$ cat src/rtl/alu_mul_arb.sv
//==============================================================================
// Module      : alu_mul_arb
// Description : Round-robin arbiter/sequencer sharing one sequential 16x16
//               multiplier among NREQ requesters. Latches the winner's
//               operands, pulses the multiplier load, reassembles the
//               two-phase result (low half, then high half with valid) and
//               returns product, flags and a one-cycle acknowledge. Aborts
//               with an error flag if the multiplier never reports valid.
// Ports       : clk, a_reset            - clock, async active-high reset
//               req, req_signd          - per-requester request / signed sel
//               req_a, req_b            - packed operands, i at [i*DATA_WL +:]
//               ack                     - one-hot completion pulse
//               rsp_prod/z/s/err        - response, valid with ack
//               busy                    - high whenever not IDLE
//               mul_a/b/signd/ld        - multiplier operands and load pulse
//               mul_p/valid/z/s         - multiplier result and flags
// Revision    : 1.0 - initial release
//==============================================================================
`default_nettype none

module alu_mul_arb #(
   parameter int DATA_WL = 16,
   parameter int NREQ    = 4,
   parameter int TIMEOUT = 31
) (
   input  logic                     clk,
   input  logic                     a_reset,
   input  logic [NREQ-1:0]          req,
   input  logic [NREQ-1:0]          req_signd,
   input  logic [NREQ*DATA_WL-1:0]  req_a,
   input  logic [NREQ*DATA_WL-1:0]  req_b,
   output logic [NREQ-1:0]          ack,
   output logic [2*DATA_WL-1:0]     rsp_prod,
   output logic                     rsp_z,
   output logic                     rsp_s,
   output logic                     rsp_err,
   output logic                     busy,
   output logic [DATA_WL-1:0]       mul_a,
   output logic [DATA_WL-1:0]       mul_b,
   output logic                     mul_signd,
   output logic                     mul_ld,
   input  logic [DATA_WL-1:0]       mul_p,
   input  logic                     mul_valid,
   input  logic                     mul_z,
   input  logic                     mul_s
);

   localparam int C_ID_W  = (NREQ > 1) ? $clog2(NREQ) : 1;
   localparam int C_CNT_W = $clog2(TIMEOUT + 1);

   typedef enum logic [1:0] {
      S_IDLE = 2'd0,
      S_LOAD = 2'd1,
      S_WAIT = 2'd2,
      S_DONE = 2'd3
   } state_t;

   state_t                r_state;
   state_t                w_state_nxt;

   logic [C_ID_W-1:0]     r_last;
   logic [C_ID_W-1:0]     r_id;
   logic [DATA_WL-1:0]    r_a;
   logic [DATA_WL-1:0]    r_b;
   logic                  r_signd;
   logic [DATA_WL-1:0]    r_lo;
   logic [2*DATA_WL-1:0]  r_prod;
   logic                  r_z;
   logic                  r_s;
   logic                  r_err;
   logic [C_CNT_W-1:0]    r_cnt;

   logic                  w_any;
   logic                  w_found;
   logic [C_ID_W-1:0]     w_win;
   logic [C_ID_W-1:0]     w_sel;
   logic                  w_timeout;
   int                    v_idx;

   //---------------------------------------------------------------------------
   // Round-robin pick: scan from last+1 upward with wrap; first hit wins.
   // Starting at k=1 means the previous winner is checked last.
   //---------------------------------------------------------------------------
   always_comb begin
      w_any   = |req;
      w_found = 1'b0;
      w_win   = '0;
      w_sel   = '0;
      v_idx   = 0;
      for (int k = 1; k <= NREQ; k++) begin
         v_idx = (int'(r_last) + k) % NREQ;
         w_sel = C_ID_W'(v_idx);
         if (!w_found && req[w_sel]) begin
            w_found = 1'b1;
            w_win   = w_sel;
         end
      end
   end

   assign w_timeout = (r_cnt == C_CNT_W'(TIMEOUT));

   //---------------------------------------------------------------------------
   // FSM state register
   //---------------------------------------------------------------------------
   always_ff @(posedge clk or posedge a_reset) begin
      if (a_reset) begin
         r_state <= S_IDLE;
      end else begin
         r_state <= w_state_nxt;
      end
   end

   //---------------------------------------------------------------------------
   // FSM next-state
   //---------------------------------------------------------------------------
   always_comb begin
      w_state_nxt = r_state;
      case (r_state)
         S_IDLE: if (w_any) w_state_nxt = S_LOAD;
         S_LOAD: w_state_nxt = S_WAIT;
         S_WAIT: if (mul_valid || w_timeout) w_state_nxt = S_DONE;
         S_DONE: w_state_nxt = S_IDLE;
         default: w_state_nxt = S_IDLE;
      endcase
   end

   //---------------------------------------------------------------------------
   // Datapath registers
   //---------------------------------------------------------------------------
   always_ff @(posedge clk or posedge a_reset) begin
      if (a_reset) begin
         r_last  <= C_ID_W'(NREQ - 1);
         r_id    <= '0;
         r_a     <= '0;
         r_b     <= '0;
         r_signd <= 1'b0;
         r_lo    <= '0;
         r_prod  <= '0;
         r_z     <= 1'b0;
         r_s     <= 1'b0;
         r_err   <= 1'b0;
         r_cnt   <= '0;
      end else begin
         case (r_state)
            S_IDLE: begin
               if (w_any) begin
                  r_id    <= w_win;
                  r_a     <= req_a[w_win*DATA_WL +: DATA_WL];
                  r_b     <= req_b[w_win*DATA_WL +: DATA_WL];
                  r_signd <= req_signd[w_win];
               end
            end
            S_LOAD: begin
               r_cnt <= '0;
            end
            S_WAIT: begin
               if (mul_valid) begin
                  // High half arrives with valid; low half was captured
                  // on the preceding non-valid cycle.
                  r_prod <= {mul_p, r_lo};
                  r_z    <= mul_z;
                  r_s    <= mul_s;
                  r_err  <= 1'b0;
                  r_last <= r_id;
               end else begin
                  r_lo <= mul_p;
                  if (w_timeout) begin
                     r_prod <= '0;
                     r_z    <= 1'b0;
                     r_s    <= 1'b0;
                     r_err  <= 1'b1;
                     r_last <= r_id;
                  end else begin
                     r_cnt <= r_cnt + 1'b1;
                  end
               end
            end
            default: ;
         endcase
      end
   end

   //---------------------------------------------------------------------------
   // Outputs: decoded from registered state so reset clears them at once.
   //---------------------------------------------------------------------------
   always_comb begin
      ack = '0;
      if (r_state == S_DONE) ack[r_id] = 1'b1;
   end

   assign rsp_prod  = (r_state == S_DONE) ? r_prod : '0;
   assign rsp_z     = (r_state == S_DONE) & r_z;
   assign rsp_s     = (r_state == S_DONE) & r_s;
   assign rsp_err   = (r_state == S_DONE) & r_err;
   assign busy      = (r_state != S_IDLE);
   assign mul_ld    = (r_state == S_LOAD);
   assign mul_a     = r_a;
   assign mul_b     = r_b;
   assign mul_signd = r_signd;

endmodule

`default_nettype wire
$ cat config.mk
export PLATFORM = sky130hd
export DESIGN_NAME = alu_mul_arb
export DESIGN_NICKNAME = d
export VERILOG_FILES = /design/src/rtl/alu_mul_arb.sv
export SDC_FILE = /design/constraint.sdc
export NUM_CORES = 1
export LEC_CHECK = 0
export ABC_CLOCK_PERIOD_IN_PS = 3100
export CAP_MARGIN = 25
export CORE_MARGIN = 2
export CORE_UTILIZATION = 30
export CTS_CLUSTER_DIAMETER = 30
export DETAILED_ROUTE_END_ITERATION = 16
export PLACE_DENSITY = 0.69
export RECOVER_POWER = 100
export SETUP_SLACK_MARGIN = 0.2
export SYNTH_ARGS = -nofsm -noshare
export SYNTH_HDL_FRONTEND = slang
export SYNTH_SLANG_ARGS = --single-unit
$ cat constraint.sdc
create_clock -name clk -period 3.1 [get_ports clk]
set_clock_uncertainty 0.05 [all_clocks]
set_input_delay 0.775 -clock clk [delete_from_list [all_inputs] [get_ports clk]]
set_output_delay 0.775 -clock clk [all_outputs]
set_load 0.1 [all_outputs]
==> Yosys cells after proc, flatten, opt, wreduce, memory -nomap -nowiden <==
Cells that the tools add are included.
{ "op_classes": {"n_eq_ne": 8, "addsub": 5, "n_div": 0, "order_cmp": 7, "n_mux": 36, "reduce_logical": 18, "n_mul": 0, "n_bitwise": 4, "n_shift": 2} }
{ "ops": {"columns": ["operator", "count"], "rows": [
  ["$shiftx A64 B7 Y16", 2],
  ["$mux W32", 3],
  ["$lt A2 B3 Y1 const B", 6],
  ["$mux W2", 8],
  ["$mux W1", 14],
  ["$bmux W1 S2", 5],
  ["$mux W5", 2],
  ["$pmux W5 S2", 1],
  ["$ne A2 B2 Y1 const B", 4],
  ["$pmux W2 S4", 1],
  ["$reduce_and A2 Y1", 4],
  ["$reduce_bool A2 Y1", 3],
  ["$add A5 B1 Y5 const B", 1],
  ["$eq A5 B5 Y1 const B", 1],
  ["$add A2 B1 Y2 const B", 2],
  ["$add A2 B2 Y2 const B", 2],
  ["$eq A2 B2 Y1 const B", 2],
  ["$logic_and A1 B1 Y1", 4],
  ["$mux W4", 1],
  ["$reduce_or A4 Y1", 1],
  ["$and A1 B1 Y1", 3],
  ["$logic_not A1 Y1", 3],
  ["$reduce_and A3 Y1", 1],
  ["$demux W1 S2", 1],
  ["other kinds (5)", 5]
]} }
{ "word_totals": {"in_bits": 157, "ff_bits": 95, "rom_bits": 0, "memories": 0, "elab_cells": 92, "latch_bits": 0, "mem_bits_rw": 0} }

==> Logic depth before layout (Yosys ltp) <==
Gate-level depths: netlist (run 1).
{ "depth": {"word_depth": 15, "mapped_depth": 9, "depth_no_buf": 8} }

==> Least setup slack after synthesis (run 1) <==
No wires, ideal clock.
{ "synth_path": {"kind": "reg-to-output", "from": "reg r_state[0]", "to": "out ack[0]", "path_stages_with_launch": 4, "slack_ps": -714, "arrival_ps": 2989, "t_required_ps": 2275, "path_cell_list": "dfrtp_1 ha_1 clkbuf_1 nor3b_1"} }
{ "synth_between": {"elab_chain_len": 2} }
{ "synth_rtl": {"columns": ["element", "line_no", "rtl"], "rows": [
  ["start, declared", "58", "state_t r_state;"],
  ["start signal, assigned", "109", "r_state <= w_state_nxt;"],
  ["$eq A2 B2 Y1", "188", "if (r_state == S_DONE) ack[r_id] = 1'b1;"],
  ["$mux W4", "188", null],
  ["end, declared", "32", "output logic [NREQ-1:0] ack,"]
]} }
Every way passes these cells.

==> Worst setup path after layout (run 1) <==
{ "layout_path": {"from": "in req[3]", "to": "reg r_b[4] (netlist: mul_b[4])"} }
{ "layout_between": {"elab_chain_len": 13, "word_cells_on_any_way": 24, "cone_classes": "1 x shift; 15 x mux; 8 x reduce/logical"} }
{ "layout_rtl": {"columns": ["element", "line_no", "rtl"], "rows": [
  ["start, declared", "28", "input logic [NREQ-1:0] req,"],
  ["$bmux W1 S2", "93", "if (!w_found && req[w_sel]) begin"],
  ["$mux W1 (not written as such)", "93", null],
  ["$mux W1", "93", null],
  ["$logic_not A1 Y1", "93", null],
  ["$logic_and A1 B1 Y1", "93", null],
  ["$mux W1", "93", null],
  ["$logic_not A1 Y1", "93", null],
  ["$logic_and A1 B1 Y1", "93", null],
  ["$mux W1", "93", null],
  ["$logic_not A1 Y1", "93", null],
  ["$logic_and A1 B1 Y1", "93", null],
  ["$mux W2", "93", null],
  ["$shiftx A64 B7 Y16", "149", "r_b <= req_b[w_win*DATA_WL +: DATA_WL];"],
  ["end signal, assigned", "149", null],
  ["end, declared", "64", "logic [DATA_WL-1:0] r_b;"]
]} }
Several ways; a longest one is shown, not always the timed one. The select of a mux whose other input is x is not followed.
A chain may end at the register's enable or synchronous reset.

==> results of run 1 <==
synthesized netlist by cell type, types with 2 or more instances:
| cell type | number | area share |
|---|---|---|
| dfrtp_1 | 93 | 0.48 |
| mux2i_1 | 67 | 0.14 |
| nand2_1 | 45 | 0.035 |
| and2_1 | 36 | 0.046 |
| a22o_1 | 35 | 0.063 |
| o221ai_1 | 24 | 0.043 |
| clkbuf_1 | 16 | 0.012 |
| mux2_2 | 16 | 0.037 |
| buf_2 | 10 | 0.010 |
| o221ai_2 | 9 | 0.028 |
| inv_1 | 8 | 0.0062 |
| ha_1 | 6 | 0.015 |
| nor2_1 | 6 | 0.0046 |
| o21ai_1 | 6 | 0.0062 |
| o21ai_0 | 5 | 0.0051 |
| nand2b_1 | 4 | 0.0051 |
| buf_4 | 3 | 0.0046 |
| a21oi_1 | 2 | 0.0021 |
| and3_1 | 2 | 0.0026 |
| buf_12 | 2 | 0.0082 |
| clkbuf_2 | 2 | 0.0021 |
| dfstp_2 | 2 | 0.011 |
| mux2_1 | 2 | 0.0046 |
| nand3_1 | 2 | 0.0021 |
| nand4_1 | 2 | 0.0026 |
layout make-up:
| cell class | instances | area [sq um] | area share |
|---|---|---|---|
| timing repair buffer | 249 | 2610 | 0.3342 |
| sequential | 95 | 2380 | 0.3047 |
| multi-input combinational | 281 | 2230 | 0.2855 |
| tap | 216 | 270.3 | 0.03460 |
| clock buffer | 13 | 260.3 | 0.03332 |
| inverter | 9 | 35.03 | 0.004486 |
| clock inverter | 3 | 25.02 | 0.003204 |
cells by family (layout without fill, tap and decap cells):
kind of cell / count (synthesis) / in the layout / synth area share
and+or+nand+nor: 103 / 103 / 0.1063
DFF: 95 / 95 / 0.4894
AOI/OAI and AO/OA: 87 / 87 / 0.1593
muxes: 85 / 85 / 0.1796
buffers and inverters: 44 / 274 / 0.04992
adders and majority gates: 6 / 6 / 0.01544
power by group through the flow:
stage | clock, mW | combinational (mW) | sequential, mW
CTS | 1.11 | 5.98 | 2.18
global route | 1.16 | 5.97 | 2.25
detailed placement | 0 | 5.98 | 2.19
global placement | 0 | 5.87 | 2.17
finish | 1.07 | 5.67 | 2.17
floorplan | 0 | 2.85 | 3.60
layout by cell type, fill, tap and decap left out, drive strengths merged, types with 2 or more instances in the layout:
master | synthesis | layout
dfrtp | 93 | 93
dlygate4sd3 | 0 | 2
clkbuf | 18 | 55
a22o | 35 | 35
nand4 | 2 | 2
mux2 | 18 | 18
nand3 | 2 | 2
buf | 17 | 51
o221ai | 33 | 33
o21ai | 11 | 11
ha | 6 | 6
clkdlybuf4s50 | 0 | 154
clkinvlp | 0 | 2
and2 | 36 | 36
nor2 | 6 | 6
a21oi | 2 | 2
nand2b | 4 | 4
dfstp | 2 | 2
and3 | 2 | 2
mux2i | 67 | 67
or2 | 2 | 2
nand2 | 45 | 45
inv | 8 | 9
state kept, by name, summed over array words and instances, names as in the netlist:
register	count
r_cnt	5
r_lo	16
r_prod	32
mul_a	16
mul_b	16
r_s	1
r_id	2
r_last	2
r_state	2
mul_signd	1
r_err	1
r_z	1
layer usage:
metal | vias to the layer above | track usage | part of all wire
li1 | 1981 | - | -
met1 | 2088 | 0.1993 | 0.39
met2 | 178 | 0.3167 | 0.50
met3 | 19 | 0.07215 | 0.093
met4 | 0 | 0.05556 | 0.016
met5 | - | 0 | 0
worst register-to-register path, delay by kind of cell (launching register included):
kind                       cells  cell delay [ns]
AOI/OAI and AO/OA              2             0.85
DFF                            1             0.40
buffers and inverters          1             0.48
adders and majority gates      2             0.45
and+or+nand+nor                1             0.20
stage by stage:
step           cells  hold slack, ns
4_1_cts          866          0.4459
3_3_place_gp     850          0.4198
3_5_place_dp     850          0.4308
5_1_grt          866          0.4681
6_report         866          0.4411
2_1_floorplan    420          0.4050
path summary, 6_finish.rpt:
kind                                       start                    end
setup / recovery                          req[3]   mul_b[4]$_DFFE_PP0P_
hold / removal             mul_b[14]$_DFFE_PP0P_  mul_b[14]$_DFFE_PP0P_
setup reg to reg            r_cnt[0]$_DFFE_PP0P_  r_prod[8]$_DFFE_PP0P_
hold reg to reg            mul_b[14]$_DFFE_PP0P_  mul_b[14]$_DFFE_PP0P_
max in group asynchronous                a_reset   mul_b[7]$_DFFE_PP0P_
min in group asynchronous                a_reset  mul_a[11]$_DFFE_PP0P_
==> run metrics, run 1 <==
worst slew pin tran=1.251 ns; post-layout total power=8.909 mW; CP cell instances=dlygate4sd3_1 > nand2b_1 > o21ai_0 > a211oi_1 > buf_12 > buf_12 > mux2i_1 > o221ai_2; vias in the first global route=4787; Total GRT Usage=0.1799; Synth Register Bits=95; worst r2r path cells=6; row count=46; final core occ=0.4917; Die W=about 130 microns; drt pass-1 iters=4; critical path depth=8; Via density=between 4 and 5; fmax=roughly 360 MHz; Worst Path Required=3.27 ns; max incr delay on CP=0.61 ns; Final period util=0.8909; critical path class=in2reg; Mapped Area=4862 sq um; CP Capture Type=flip-flop; crit-path most repeated cell=buf_12; Synth Flop Type=dfrtp_1; Lkg Pwr=3.353 nW; Post-Syn Area per Cell=between 10 and 15 sq um; Buf+Inv Stages, Crit Path=3; cts hold-fix bufs=0; Post-synth EDFFs=0; net switching power=4.764 mW; CTS Buf Count=9; largest net degree at the start of global routing=60; Die Height=131.3 microns; logic gate share of total power=0.636; Worst Setup Slack, final=0.3381 ns; Layout area overhead=60.63%; Longest Clk Path Bufs=2; Switching Share=0.5347; Fin. Hold Viols=0; via count=4266; first-pass GRT wire length=25030 microns; outcome=completed; internal power=4.146 mW; Sink Count=95; Reg power frac=0.244; fin crit period=2.762 ns; die area=~17000 sq um; Layout Nets=808; clock root cell=clkbuf_16; Worst VDD drop=0.5190 mV; Post-CTS Repair Setup Buffers=0; Slew headroom=0.1695; GRT Residual Overflow=0; Routed wire per std cell=17.65 microns; clock latency on the worst-skew pair=0.34 ns; number of H-tree levels=3; pwr dens=around 1100 nW/um^2; initial antenna violation count=0; MaxCap Viol Count=0; CTS tree=built; setup slack, reg-to-reg=0.60 ns; worst slack, placed=about 0.24 ns; FFs w/ async S/R, synth=1.000; synth unique cells=40; FILL cells=1473; max-slew violations=0; DRC=0; post-DP HPWL=roughly 11000 microns; Resize count post-CTS=0; TNS Setup=0 ns; RSZ-0062 raised after global routing=false; WL final=15290 microns; Ant. Diodes=0; hold path depth=2; Clock power frac=0.120; Setup crit start kind=input port; gpl congestion=0.8401; post-route antenna net violation count=0; Placed Area=7736 sq um; Critical Path Fanout Max=34; initial DRC count=90; Top Ports=roughly 230; Hold Crit Class=reg2reg; Finished Cell Area=approximately 8000 sq um; Clk pin slew, worst setup/hold paths=0.07 ns; layout cells sized above 1=0.1538; number of port buffers=230; Yosys warnings=0; core area=approximately 16000 sq um; CP top delay family=buffers and inverters; # setup viols final=0; syn nets=583; slowest CP cell=dlygate4sd3_1; starting density of the core=0.3061; Mapped Cells=420; post-synthesis sequential area ratio=0.4894; Critical Path AT=around 2.9 ns
Note: power is estimated with default switching activity, not from simulation.
==> run 2: changes to the inputs <==
--- a/config.mk
+++ b/config.mk
@@ -14,6 +14,7 @@
 export PLACE_DENSITY = 0.69
 export RECOVER_POWER = 100
 export SETUP_SLACK_MARGIN = 0.2
+export SLEW_MARGIN = 30
 export SYNTH_ARGS = -nofsm -noshare
 export SYNTH_HDL_FRONTEND = slang
 export SYNTH_SLANG_ARGS = --single-unit
==> results of run 2 <==
Same layout as run 1: the final DEF is identical, and so are final timing and power.
